==> src/rtl/multi_cycle_ctrl_pkg.sv <==
// Shared constants for the multi-cycle controller: opcodes, FSM state codes, ALU func selects.
// Used by the controller top, its strobe decoder and the testbench.
// Defines no logic; the one helper function tells executable opcodes apart from undefined ones.
package multi_cycle_ctrl_pkg;

  // Instruction opcodes (i_code)
  localparam logic [5:0] OP_R    = 6'h00;
  localparam logic [5:0] OP_ADDI = 6'h01;
  localparam logic [5:0] OP_LW   = 6'h02;
  localparam logic [5:0] OP_SW   = 6'h03;
  localparam logic [5:0] OP_BEQ  = 6'h04;
  localparam logic [5:0] OP_J    = 6'h05;
  localparam logic [5:0] OP_HALT = 6'h3F;

  // ALU function select codes (func_sel)
  localparam logic [1:0] FUNC_IR  = 2'b00;  // use the instruction func field
  localparam logic [1:0] FUNC_ADD = 2'b01;
  localparam logic [1:0] FUNC_SUB = 2'b10;

  // FSM state codes; 6 and 7 are unused and treated as corruption
  typedef enum logic [2:0] {
    ST_FETCH  = 3'd0,
    ST_DECODE = 3'd1,
    ST_EXEC   = 3'd2,
    ST_MEM    = 3'd3,
    ST_WB     = 3'd4,
    ST_HALT   = 3'd5
  } state_t;

  // Opcodes that have an EXEC behaviour (OP_HALT is deliberately excluded)
  function automatic logic op_is_exec(input logic [5:0] op);
    return op inside {OP_R, OP_ADDI, OP_LW, OP_SW, OP_BEQ, OP_J};
  endfunction

endpackage

==> src/rtl/mc_ctrl_decode.sv <==
// Purpose: combinational decode of (registered state, registered opcode) into datapath strobes.
// Latency: zero cycles (pure decode); mem_ready/zero/fetch_go only qualify strobes in MEM/EXEC/FETCH.
// Backpressure: none here; MEM waiting is expressed by the caller holding state in ST_MEM.
// Ports: en (all outputs forced to 0 when low), cur_state, op, zero, mem_ready, fetch_go in;
//        pc_write, ir_write, pc_sel, ext_sel, reg_i_w_enable, reg_k_sel, reg_i_sel,
//        alu_k_sel, ram_w_enable, func_sel[1:0], halted out.
module mc_ctrl_decode
  import multi_cycle_ctrl_pkg::*;
(
  input  logic       en,
  input  state_t     cur_state,
  input  logic [5:0] op,
  input  logic       zero,
  input  logic       mem_ready,
  input  logic       fetch_go,
  output logic       pc_write,
  output logic       ir_write,
  output logic       pc_sel,
  output logic       ext_sel,
  output logic       reg_i_w_enable,
  output logic       reg_k_sel,
  output logic       reg_i_sel,
  output logic       alu_k_sel,
  output logic       ram_w_enable,
  output logic [1:0] func_sel,
  output logic       halted
);

  always_comb begin
    pc_write       = 1'b0;
    ir_write       = 1'b0;
    pc_sel         = 1'b0;
    ext_sel        = 1'b0;
    reg_i_w_enable = 1'b0;
    reg_k_sel      = 1'b0;
    reg_i_sel      = 1'b0;
    alu_k_sel      = 1'b0;
    ram_w_enable   = 1'b0;
    func_sel       = FUNC_IR;
    halted         = 1'b0;

    // en is rst_n: every output is quiet for as long as reset is held
    if (en) begin
      case (cur_state)
        ST_FETCH: ir_write = fetch_go;

        ST_EXEC: begin
          case (op)
            OP_R: begin
              func_sel  = FUNC_IR;
              alu_k_sel = 1'b0;
            end
            OP_ADDI, OP_LW, OP_SW: begin
              func_sel  = FUNC_ADD;
              alu_k_sel = 1'b1;
              ext_sel   = 1'b0;
            end
            OP_BEQ: begin
              func_sel = FUNC_SUB;
              alu_k_sel = 1'b0;
              pc_sel   = zero;
              pc_write = 1'b1;
            end
            OP_J: begin
              ext_sel  = 1'b1;
              pc_sel   = 1'b1;
              pc_write = 1'b1;
            end
            default: ;
          endcase
        end

        ST_MEM: begin
          // Address computation selects stay put for the whole RAM wait
          func_sel  = FUNC_ADD;
          alu_k_sel = 1'b1;
          // Store commits only in the cycle the RAM accepts it; PC advances with it
          if (op == OP_SW && mem_ready) begin
            ram_w_enable = 1'b1;
            pc_write     = 1'b1;
            pc_sel       = 1'b0;
          end
        end

        ST_WB: begin
          reg_i_w_enable = 1'b1;
          pc_write       = 1'b1;
          pc_sel         = 1'b0;
          reg_i_sel      = (op != OP_LW);                 // 0 = memory data
          reg_k_sel      = (op == OP_ADDI) || (op == OP_LW);
        end

        ST_HALT: halted = 1'b1;

        default: ;
      endcase
    end
  end

endmodule

==> src/rtl/multi_cycle_ctrl.sv <==
// Purpose: multi-cycle CPU control FSM (FETCH/DECODE/EXEC/MEM/WB/HALT) with latched opcode.
// Latency: R/ADDI/SW 4 cycles, LW 5, BEQ/J 3 (mem_ready high); MEM stretches until mem_ready.
// Backpressure: mem_ready stalls MEM; with MC_CTRL_STEP_EN defined, step gates each FETCH.
// Ports: clk, rst_n (async, active-low), i_code[5:0], zero, mem_ready, step in;
//        datapath strobes/selects, func_sel[1:0], state[2:0], halted, illegal out.
// Build option: MC_CTRL_STEP_EN enables single-step FETCH gating; undefined, step is ignored.
module multi_cycle_ctrl
  import multi_cycle_ctrl_pkg::*;
(
  input  logic       clk,
  input  logic       rst_n,
  input  logic [5:0] i_code,
  input  logic       zero,
  input  logic       mem_ready,
  input  logic       step,
  output logic       pc_write,
  output logic       ir_write,
  output logic       pc_sel,
  output logic       ext_sel,
  output logic       reg_i_w_enable,
  output logic       reg_k_sel,
  output logic       reg_i_sel,
  output logic       alu_k_sel,
  output logic       ram_w_enable,
  output logic [1:0] func_sel,
  output logic [2:0] state,
  output logic       halted,
  output logic       illegal
);

  state_t     state_q, state_d;
  logic [5:0] op_q;
  logic       illegal_q;
  logic       set_illegal;
  logic       fetch_go;

`ifdef MC_CTRL_STEP_EN
  assign fetch_go = step;
`else
  logic unused_step;
  assign unused_step = step;
  assign fetch_go    = 1'b1;
`endif

  always_comb begin
    state_d     = state_q;
    set_illegal = 1'b0;
    case (state_q)
      ST_FETCH: if (fetch_go) state_d = ST_DECODE;

      // Routing uses the live i_code; op_q captures it on the same edge
      ST_DECODE: begin
        if (i_code == OP_HALT) begin
          state_d = ST_HALT;
        end else if (!op_is_exec(i_code)) begin
          state_d     = ST_HALT;
          set_illegal = 1'b1;
        end else begin
          state_d = ST_EXEC;
        end
      end

      ST_EXEC: begin
        case (op_q)
          OP_R, OP_ADDI: state_d = ST_WB;
          OP_LW, OP_SW:  state_d = ST_MEM;
          OP_BEQ, OP_J:  state_d = ST_FETCH;
          default: begin
            state_d     = ST_HALT;
            set_illegal = 1'b1;
          end
        endcase
      end

      ST_MEM: if (mem_ready) state_d = (op_q == OP_LW) ? ST_WB : ST_FETCH;

      ST_WB: state_d = ST_FETCH;

      ST_HALT: state_d = ST_HALT;

      // Codes 6/7 can only come from upset state; park safely and flag it
      default: begin
        state_d     = ST_HALT;
        set_illegal = 1'b1;
      end
    endcase
  end

  always_ff @(posedge clk or negedge rst_n) begin
    if (!rst_n) begin
      state_q   <= ST_FETCH;
      op_q      <= '0;
      illegal_q <= 1'b0;
    end else begin
      state_q <= state_d;
      if (state_q == ST_DECODE) op_q <= i_code;
      if (set_illegal) illegal_q <= 1'b1;
    end
  end

  mc_ctrl_decode u_decode (
    .en             (rst_n),
    .cur_state      (state_q),
    .op             (op_q),
    .zero           (zero),
    .mem_ready      (mem_ready),
    .fetch_go       (fetch_go),
    .pc_write       (pc_write),
    .ir_write       (ir_write),
    .pc_sel         (pc_sel),
    .ext_sel        (ext_sel),
    .reg_i_w_enable (reg_i_w_enable),
    .reg_k_sel      (reg_k_sel),
    .reg_i_sel      (reg_i_sel),
    .alu_k_sel      (alu_k_sel),
    .ram_w_enable   (ram_w_enable),
    .func_sel       (func_sel),
    .halted         (halted)
  );

  assign state   = state_q;
  assign illegal = illegal_q;

endmodule
==> config.mk <==
export PLATFORM = sky130hd
export DESIGN_NAME = multi_cycle_ctrl
export DESIGN_NICKNAME = d
export VERILOG_FILES = /design/src/rtl/multi_cycle_ctrl_pkg.sv /design/src/rtl/mc_ctrl_decode.sv /design/src/rtl/multi_cycle_ctrl.sv
export SDC_FILE = /design/constraint.sdc
export NUM_CORES = 1
export LEC_CHECK = 0
export CAP_MARGIN = 0
export CORE_AREA = 3 3 43 45
export DETAILED_ROUTE_END_ITERATION = 10
export DIE_AREA = 0 0 46 48
export MAX_ROUTING_LAYER = met4
export PLACE_DENSITY = 0.75
export SLEW_MARGIN = 30
export SYNTH_ARGS = -nofsm -noshare
export SYNTH_HDL_FRONTEND = slang
export SYNTH_SLANG_ARGS = --single-unit
==> constraint.sdc <==
create_clock -name clk -period 2.5 [get_ports clk]
set_input_delay 0.625 -clock clk [delete_from_list [all_inputs] [get_ports clk]]
set_output_delay 0.625 -clock clk [all_outputs]
set_load 0.01 [all_outputs]
==> flow_summary.toml, run 1 <==
[outcome]
outcome = "finished clean"

[timing]
final-hold-violation-count = 0
period_utilization_post_route_pct = 96.95
setup-violations-final = 0
finalMaxSlewViolations = 0
rsz0062_at_grt = "no"
timing.fmax_mhz = 412.6
min_period_ns = 2.424
finClkSkew_ns = 0.01254
worst-slew-pin-transition_ns = 0.5685
timing.slew.headroom_pct = 61.96

[synth]
netlist_instances = 75
postSynth.topFlopCell = "dfrtp_1"
post_synth_main_area_contributors = "dfrtp_1 (38%), mux2_2 (8.5%), a31oi_1 (4.7%), nor2_1 (4.0%), nand3_1 (3.8%)"
ys_seq_elements = 10
synth_top_cell_area_share_pct = 37.88
synth-seq-area-share_pct = 37.88
cell_taking_the_most_area_after_synthesis = "dfrtp_1"
synth_cell_type_count = 27
synthesis.yosys.warnings = 0
mappedNetlistArea_um2 = 660.6
async_reset_ff_share_pct = 100.0
edff_count_synth = 0
synth.net_count = 86
avgSynthCellArea_um2 = 8.808

[grt]
grt_util_all_layers_pct = 18.41
grt_pass1_wl_um = 2801
grt_max_degree = 11
via_count_of_the_first_global_routing_pass = 646
globalRouteOverflowTotal = 0
grt_antenna_before_repair = 0

[clock_tree]
clock_tree.buffer_depth = 2
h_tree_depth_reported_by_cts = 1
clk-insertion-delay-late_ns = 0.27
hold_buffers = 0
cts_made_buffers = 3
clkSinkCount = 10
worst_setup_hold_path_clk_slew_ns = 0.07
tritoncts = "built"
root_buffer = "clkbuf_4"

[final_layout]
design_area_um2 = 1071
flow.area_growth_from_synthesis_pct = 62.12
post_route_cells_drive_above_1_share_pct = 29.57
diode_count = 0
filler_cell_count = 130
instances_no_fill = 131
seq_area_um2 = 250.2
layout.nets = 128
multi_input_area_um2 = 404.1

[critical_path]
criticalPathCategory = "input port to output port"
worstPathArrival_ns = 1.80
timing.rr.start = "op_q[3]"
timing.critical_path.to_type = "output port"
crit_path_max_fanout = 3
timing.critical_path.from = "rst_n"
required_ns = 1.88
critPathLaunchType = "input port"

[route]
detail_route.wl_per_cell_um = 13.26
detail-route-antenna-nets = 0
detail_route.wirelength_um = 1737
via_per_instance_ratio = 5.466
first_iter_violations = 14
detail_route.first_pass.iterations = 4
drc = 0
dr_total_vias = 716

[floorplanning]
placeableCoreArea_um2 = 1506
boundaryPins = 27
fp.dieW_um = 46
die-area_um2 = 2208
initial_util_pct = 43.85
rows = 14
die_height_um = 48

[job]
cap_violations = 0

[placement]
dpl.cell_count = 126
detailed_place.area_um2 = 1020
port_buffers = 25
post-dp-hpwl_um = 1367
gp_congestion = 0.8508

[power_and_ir_drop]
power.density_nw_per_um2 = 731.5
power_leakage_nw = 0.4949
power.ir.vdd_worst_mv = 0.5954
total_power_mw = 0.7835

[worst_hold_path]
hold_path.class = "input port to async pin"
## worst paths after layout
check                      cells past startpoint  slack (ns)  endpoint
max                                            5        0.08    halted
min                                            2        0.45  state[0]
max reg2reg                                    5        0.75  state[2]
min reg2reg                                    2        0.48   illegal
max in group asynchronous                      2        1.89   op_q[5]
min in group clk                               2        0.48   illegal
## repair_timing
item,4_1_cts,5_1_grt
pin swaps,2,1
resized for setup,19,5
buffers inserted,2,0
setup endpoints to repair,12,4
## metal layers
layer	part of all wire (%)	wire length, um	GRT usage (%)
met5	0	0	-
met2	52	896	30.77
met4	0.46	8	7.386
met3	5.1	88	2.256
met1	43	743	22.35
## cell usage after synthesis (2+ instances only)
master / count
mux2_2: 5
nand2_1: 4
nand3_1: 5
dfrtp_1: 10
nor2_1: 7
xor2_1: 2
a31oi_1: 5
nor3b_1: 3
nand2b_1: 2
nor3_1: 3
a21oi_1: 4
inv_1: 5
clkbuf_1: 3
o21ai_0: 4
## report_power, final
group / internal [mW] / switching (mW) / total, mW
sequential: 0.217 / 0.0766 / 0.293
combinational: 0.215 / 0.166 / 0.381
clock: 0.0554 / 0.0534 / 0.109
total: 0.488 / 0.296 / 0.784
## area by class of cell
type | count | share of cell area [%]
multi-input cells | 56 | 37.73
repair buffers | 41 | 33.18
flip-flops and latches | 10 | 23.36
clock buffers | 3 | 2.103
well taps | 16 | 1.869
inverters | 5 | 1.752
## registers in the layout, summed over array words and instances (netlist names)
signal   count
state        3
illegal      1
op_q         6
## cells in the final DEF (no fill, tap or decap), drive strengths merged
cell type	instances
a2111o	1
a211oi	1
a21oi	4
a311o	1
a31oi	5
and3	2
and4	1
buf	16
clkbuf	4
clkdlybuf4s15	2
clkdlybuf4s50	13
dfrtp	10
dlygate4sd2	9
inv	5
mux2	5
nand2	5
nand2b	2
nand3	5
nand3b	1
nor2	7
nor2b	1
nor3	3
nor3b	3
nor4	1
o21ai	4
o221a	1
or4b	1
xor2	2
## worst max-delay path: stages
cell and delay, ns:
dlygate4sd2_1 0.24, nor2b_4 0.16, buf_4 0.11, and3_1 0.14, clkdlybuf4s50_1 0.53
## per-stage QoR
stage                     setup TNS [ns]  util (%)  worst slack, ns  hold WS, ns
after floorplan                        0         -           0.4150       0.3294
after global placement            -3.273     67.69          -0.3848       0.4721
after detailed placement          -3.272     67.69          -0.3731       0.4614
after CTS                              0     70.52          0.05199       0.4627
after global routing                   0     71.10          0.02178       0.4808
final                                  0     71.10          0.07634       0.4517
## kinds of logic (layout without fill, tap and decap cells)
kind of cell              after synthesis  count (layout)  share of synthesized area [%]
muxes                                   5               5                          8.522
and+or+nand+nor                        32              32                          28.79
DFF                                    10              10                          37.88
AOI/OAI and AO/OA                      17              17                          16.86
xor gates and xnor gates                2               2                          2.652
buffers and inverters                   9              49                          5.302
Power figures use the tool's default switching activity.
==> run 2, diff against run 1 <==
CORE_AREA = 3 3 44 46   (was 3 3 43 45)
DIE_AREA = 0 0 47 49   (was 0 0 46 48)
PLACE_DENSITY = 0.74   (was 0.75)
SYNTH_HIERARCHICAL = 1   (was unset)
==> flow_summary.toml, run 2 <==
[outcome]
outcome = "finished clean"

[final_layout]
layout_common_cells = "clkdlybuf4s50_1 (12), buf_4 (11), dfrtp_1 (10), nor2_1 (9), mux2_2 (6)"
flow.area_growth_from_synthesis_pct = 55.20
final_common_cell = "clkdlybuf4s50_1"
regMostFlops = "op_q"
largest_register_ff_count = 6
layout.nets = 126
post_route_cells_drive_above_1_share_pct = 35.09
utilization_pct = 70.29
diode_count = 0

[route]
detail-route-antenna-nets = 0
drc = 0
first_iter_violations = 16
dr_total_vias = 730
detail_route.wl_per_cell_um = 13.68
detail_route.first_pass.iterations = 4
via_per_instance_ratio = 5.615
detail_route.wirelength_um = 1779

[critical_path]
timing.critical_path.to_type = "output port"
cp_peak_stage_delay_ns = 0.56
critPathLaunchType = "flip-flop"
worstPathArrival_ns = 1.75
timing.critical_path.cells = "or4b_4 > nor3_4 > nor2_1 > o21ai_1 > buf_2"
criticalPathCategory = "flip-flop to output port"
required_ns = 1.88
crit_path_max_fanout = 4
crit_path_max_delay_cell_type = "or4b_4"

[grt]
gr-max-usage-layer = "met2"
via_count_of_the_first_global_routing_pass = 690
grt.met3_usage_pct = 4.059
met2_track_utilization_from_global_routing_pct = 26.92
grt_max_degree = 11
grt_antenna_before_repair = 0
grt_util_all_layers_pct = 18.10
globalRouteOverflowTotal = 0
grt_pass1_wl_um = 2967
grt_use_met1_pct = 22.99

[timing]
rsz0062_at_grt = "yes"
timing.fmax_mhz = 420.7
setup-violations-final = 0
finalMaxSlewViolations = 0
period_utilization_post_route_pct = 95.08
final-hold-violation-count = 0
min_period_ns = 2.377
finClkSkew_ns = 0.004924

[clock_tree]
cts_made_buffers = 3
tritoncts = "built"
hold_buffers = 0
h_tree_depth_reported_by_cts = 1
clk-insertion-delay-late_ns = 0.27
clock_tree.buffer_depth = 2
root_buffer = "clkbuf_4"
worst_setup_hold_path_clk_slew_ns = 0.07
clkSinkCount = 10

[synth]
synthesis.yosys.warnings = 6
postSynth.topFlopCell = "dfrtp_1"
synth.net_count = 87
cell_taking_the_most_area_after_synthesis = "dfrtp_1"
avgSynthCellArea_um2 = 9.186
synth-seq-area-share_pct = 35.84
netlist_instances = 76
synth_top_cell_area_share_pct = 35.84
synth_top_cells_by_count = "dfrtp_1 (10), nor2_1 (9), mux2_2 (6)"
edff_count_synth = 0
mappedNetlistArea_um2 = 698.2
post_synth_main_area_contributors = "dfrtp_1 (36%), mux2_2 (9.7%), nor2_1 (4.8%), a31oi_1 (3.6%), nor3_1 (2.9%)"
synth_cell_type_count = 37
synth_most_common_cell = "dfrtp_1"
async_reset_ff_share_pct = 100.0
ys_seq_elements = 10

[floorplanning]
rows = 14
die-area_um2 = 2303
initial_util_pct = 45.29
placeableCoreArea_um2 = 1541
fp.dieW_um = 47
die_height_um = 49
boundaryPins = 27

[worst_hold_path]
hold_path.class = "input port to async pin"

[job]
cap_violations = 0

[power_and_ir_drop]
total_power_mw = 0.9493
power.ir.vdd_worst_mv = 0.4848
power.density_nw_per_um2 = 876.1
power_leakage_nw = 0.4864

[placement]
post-dp-hpwl_um = 1357
gp_congestion = 0.9314
port_buffers = 25
==> run 2: where the power goes <==
part	total [mW]	leakage (nW)	switching, mW	internal (mW)
Sequential	0.339	0.113	0.114	0.225
Clock	0.150	0.0210	0.0610	0.0886
Combinational	0.460	0.353	0.202	0.259
==> run 2: final timing paths <==
path / from / to / slack, ns / depth (start not counted)
max: op_q[3] / pc_write / 0.12 / 5
min: rst_n / op_q[4] / 0.37 / 2
max reg2reg: op_q[3] / state[2] / 0.71 / 5
min reg2reg: illegal / illegal / 0.48 / 1
max in group asynchronous: rst_n / state[0] / 1.98 / 2
min in group clk: illegal / illegal / 0.48 / 1
==> run 2: cell type report <==
type                    count  area, um2
clock buffers               4      36.28
fillers                   137      457.9
inverters                   5      18.77
multi-input cells          59      461.7
flip-flops and latches     10      250.2
well taps                  16      20.02
repair buffers             36      296.5
==> run 2: cells by family (layout without fill, tap and decap cells) <==
kind of cell,count (synthesis),in the layout,synth area share (%)
buffers and inverters,7,45,4.480
AO/OA/AOI/OAI,14,14,16.84
XOR/XNOR,2,2,2.509
flip-flops,10,10,35.84
other,1,1,0.5371
multiplexers,6,6,9.677
AND/OR/NAND/NOR,36,36,30.11
==> run 2: stage by stage <==
step / TNS, ns / std cells / hold WS (ns) / setup slack (ns) / area, um2
2_1_floorplan: 0 / 76 / 0.3294 / 0.5204 / 698.2
3_3_place_gp: -2.847 / 125 / 0.4538 / -0.3449 / 1031
3_5_place_dp: -3.039 / 125 / 0.4559 / -0.3557 / 1031
4_1_cts: 0 / 130 / 0.4844 / 0.003991 / 1111
5_1_grt: -0.002124 / 130 / 0.3893 / -0.001259 / 1084
6_report: 0 / 130 / 0.3713 / 0.1231 / 1084
==> run 2: routing by layer <==
layer,vias to the layer above,share of wire [%]
li1,360,-
met1,335,45
met2,33,45
met3,2,8.6
met4,0,0.84
met5,-,0
==> run 2: critical path: cells and delay by family (launching register included) <==
| kind | cells | cell delay (ns) |
|---|---|---|
| buffers and inverters | 1 | 0.14 |
| DFF | 1 | 0.40 |
| and+or+nand+nor | 3 | 0.83 |
| AOI/OAI and AO/OA | 1 | 0.10 |
==> run 2: timing repair <==
| action | in CTS | in global routing |
|---|---|---|
| resized for setup | 31 | 10 |
| pin swaps | 1 | 2 |
| endpoints found under the setup margin | 12 | 11 |
| setup buffers | 1 | 0 |
==> run 3, diff against run 2 <==
REMOVE_ABC_BUFFERS = 1   (was unset)
==> flow_summary.toml, run 3 (synthesized netlist as in run 2, its figures left out) <==
[outcome]
outcome = "finished clean"

[critical_path]
critPathLaunchType = "input port"
critical-path-top-delay-family = "buffers and inverters"
required_ns = 1.88
criticalPathCategory = "input port to output port"
timing.critical_path.buf_inv = 3
crit_path_max_fanout = 4
timing.critical_path.cells = "dlygate4sd2_1 > nor2b_4 > nand3_2 > inv_1 > clkdlybuf4s50_1"
crit_path_max_delay_cell_type = "clkdlybuf4s50_1"
worstPathArrival_ns = 1.77
cp_peak_stage_delay_ns = 0.52
timing.critical_path.to_type = "output port"

[floorplanning]
die_height_um = 49
initial_util_pct = 45.29
fp.dieW_um = 47
die-area_um2 = 2303
placeableCoreArea_um2 = 1541
rows = 14
boundaryPins = 27

[timing]
finalMaxSlewViolations = 0
finClkSkew_ns = 0.001343
setup_total_negative_slack_ns = 0
min_period_ns = 2.397
setup-violations-final = 0
final-hold-violation-count = 0
period_utilization_post_route_pct = 95.89
timing.fmax_mhz = 417.2

[final_layout]
post_route_cells_drive_above_1_share_pct = 32.46
largest_register_ff_count = 6
layout.nets = 126
filler_cell_count = 130
regMostFlops = "op_q"
design_area_um2 = 1084
diode_count = 0
final_common_cell = "clkdlybuf4s50_1"
flow.area_growth_from_synthesis_pct = 55.20
layout_common_cells = "clkdlybuf4s50_1 (13), buf_4 (11), dfrtp_1 (10), nor2_1 (9), dlygate4sd2_1 (7)"

[clock_tree]
cts_made_buffers = 3
clkSinkCount = 10
h_tree_depth_reported_by_cts = 1
clk-insertion-delay-late_ns = 0.26
worst_setup_hold_path_clk_slew_ns = 0.06
tritoncts = "built"
root_buffer = "clkbuf_4"
clock_tree.buffer_depth = 2

[power_and_ir_drop]
power.ir.vdd_worst_mv = 0.5945
power.density_nw_per_um2 = 857.7
total_power_mw = 0.9293
power_leakage_nw = 0.4856

[route]
detail-route-antenna-nets = 0
dr_total_vias = 753
via_per_instance_ratio = 5.792
first_iter_violations = 13
detail_route.first_pass.iterations = 4
detail_route.wl_per_cell_um = 13.85
drc = 0
detail_route.wirelength_um = 1801

[placement]
detailed_place.area_um2 = 1023
post-dp-hpwl_um = 1383
gp_congestion = 0.8776
port_buffers = 25

[grt]
grt_util_all_layers_pct = 17.59
via_count_of_the_first_global_routing_pass = 687
grt_max_degree = 13
grt_antenna_before_repair = 0
grt_pass1_wl_um = 2904
globalRouteOverflowTotal = 0

[job]
cap_violations = 0

[worst_hold_path]
hold_path.class = "input port to async pin"
run 3: report_power, final:
part | internal (mW) | switching, mW
Combinational | 0.255 | 0.186
Clock | 0.0885 | 0.0551
Sequential | 0.225 | 0.120
run 3: worst paths after layout:
path | startpoint | end | slack, ns | cells after the start
worst max-delay path | rst_n | reg_i_w_enable | 0.10 | 5
worst min-delay path | rst_n | op_q[2] | 0.49 | 2
worst max register to register | op_q[3] | state[2] | 0.73 | 5
worst min register to register | illegal | illegal | 0.49 | 1
max in group asynchronous | rst_n | state[0] | 1.87 | 2
min in group clk | illegal | illegal | 0.49 | 1
run 3: worst reg2reg max path: stages (launching register included):
cell     delay [ns]
dfrtp_1        0.41
buf_4          0.14
buf_4          0.13
or4_4          0.51
or3_1          0.35
o211a_1        0.12
run 3: final cells by class:
cell class	count	area, um2	share of cell area [%]
clock buffer	4	36.28	3.349
multi-input combinational	59	452.9	41.80
inverter	5	18.77	1.732
sequential	10	250.2	23.09
tap	16	20.02	1.848
timing repair buffer	36	305.3	28.18
run 3: metal layers:
| layer | global-route usage, % | vias to the layer above | share of wire [%] |
|---|---|---|---|
| li1 | - | 365 | - |
| met1 | 22.95 | 348 | 44 |
| met2 | 24.21 | 35 | 46 |
| met3 | 4.059 | 5 | 7.9 |
| met4 | 10.14 | 0 | 2.0 |
| met5 | - | - | 0 |
run 3: timing repair:
action	in CTS	in global routing
gates resized for setup	31	2
buffers inserted	1	1
hold buffers	0	0
setup endpoints to repair	12	4
hold endpoints to repair	0	0
cloned	0	0
pin swaps	1	1
run 3: per-stage QoR:
step	setup WS, ns	instances	hold slack [ns]	util, %
after floorplan	0.5204	74	0.3294	-
after global routing	-0.001628	130	0.4782	70.29
after detailed placement	-0.4004	124	0.4782	66.40
after CTS	0.0008846	129	0.4745	70.62
after global placement	-0.3413	124	0.4534	66.40
final	0.1029	130	0.4879	70.29
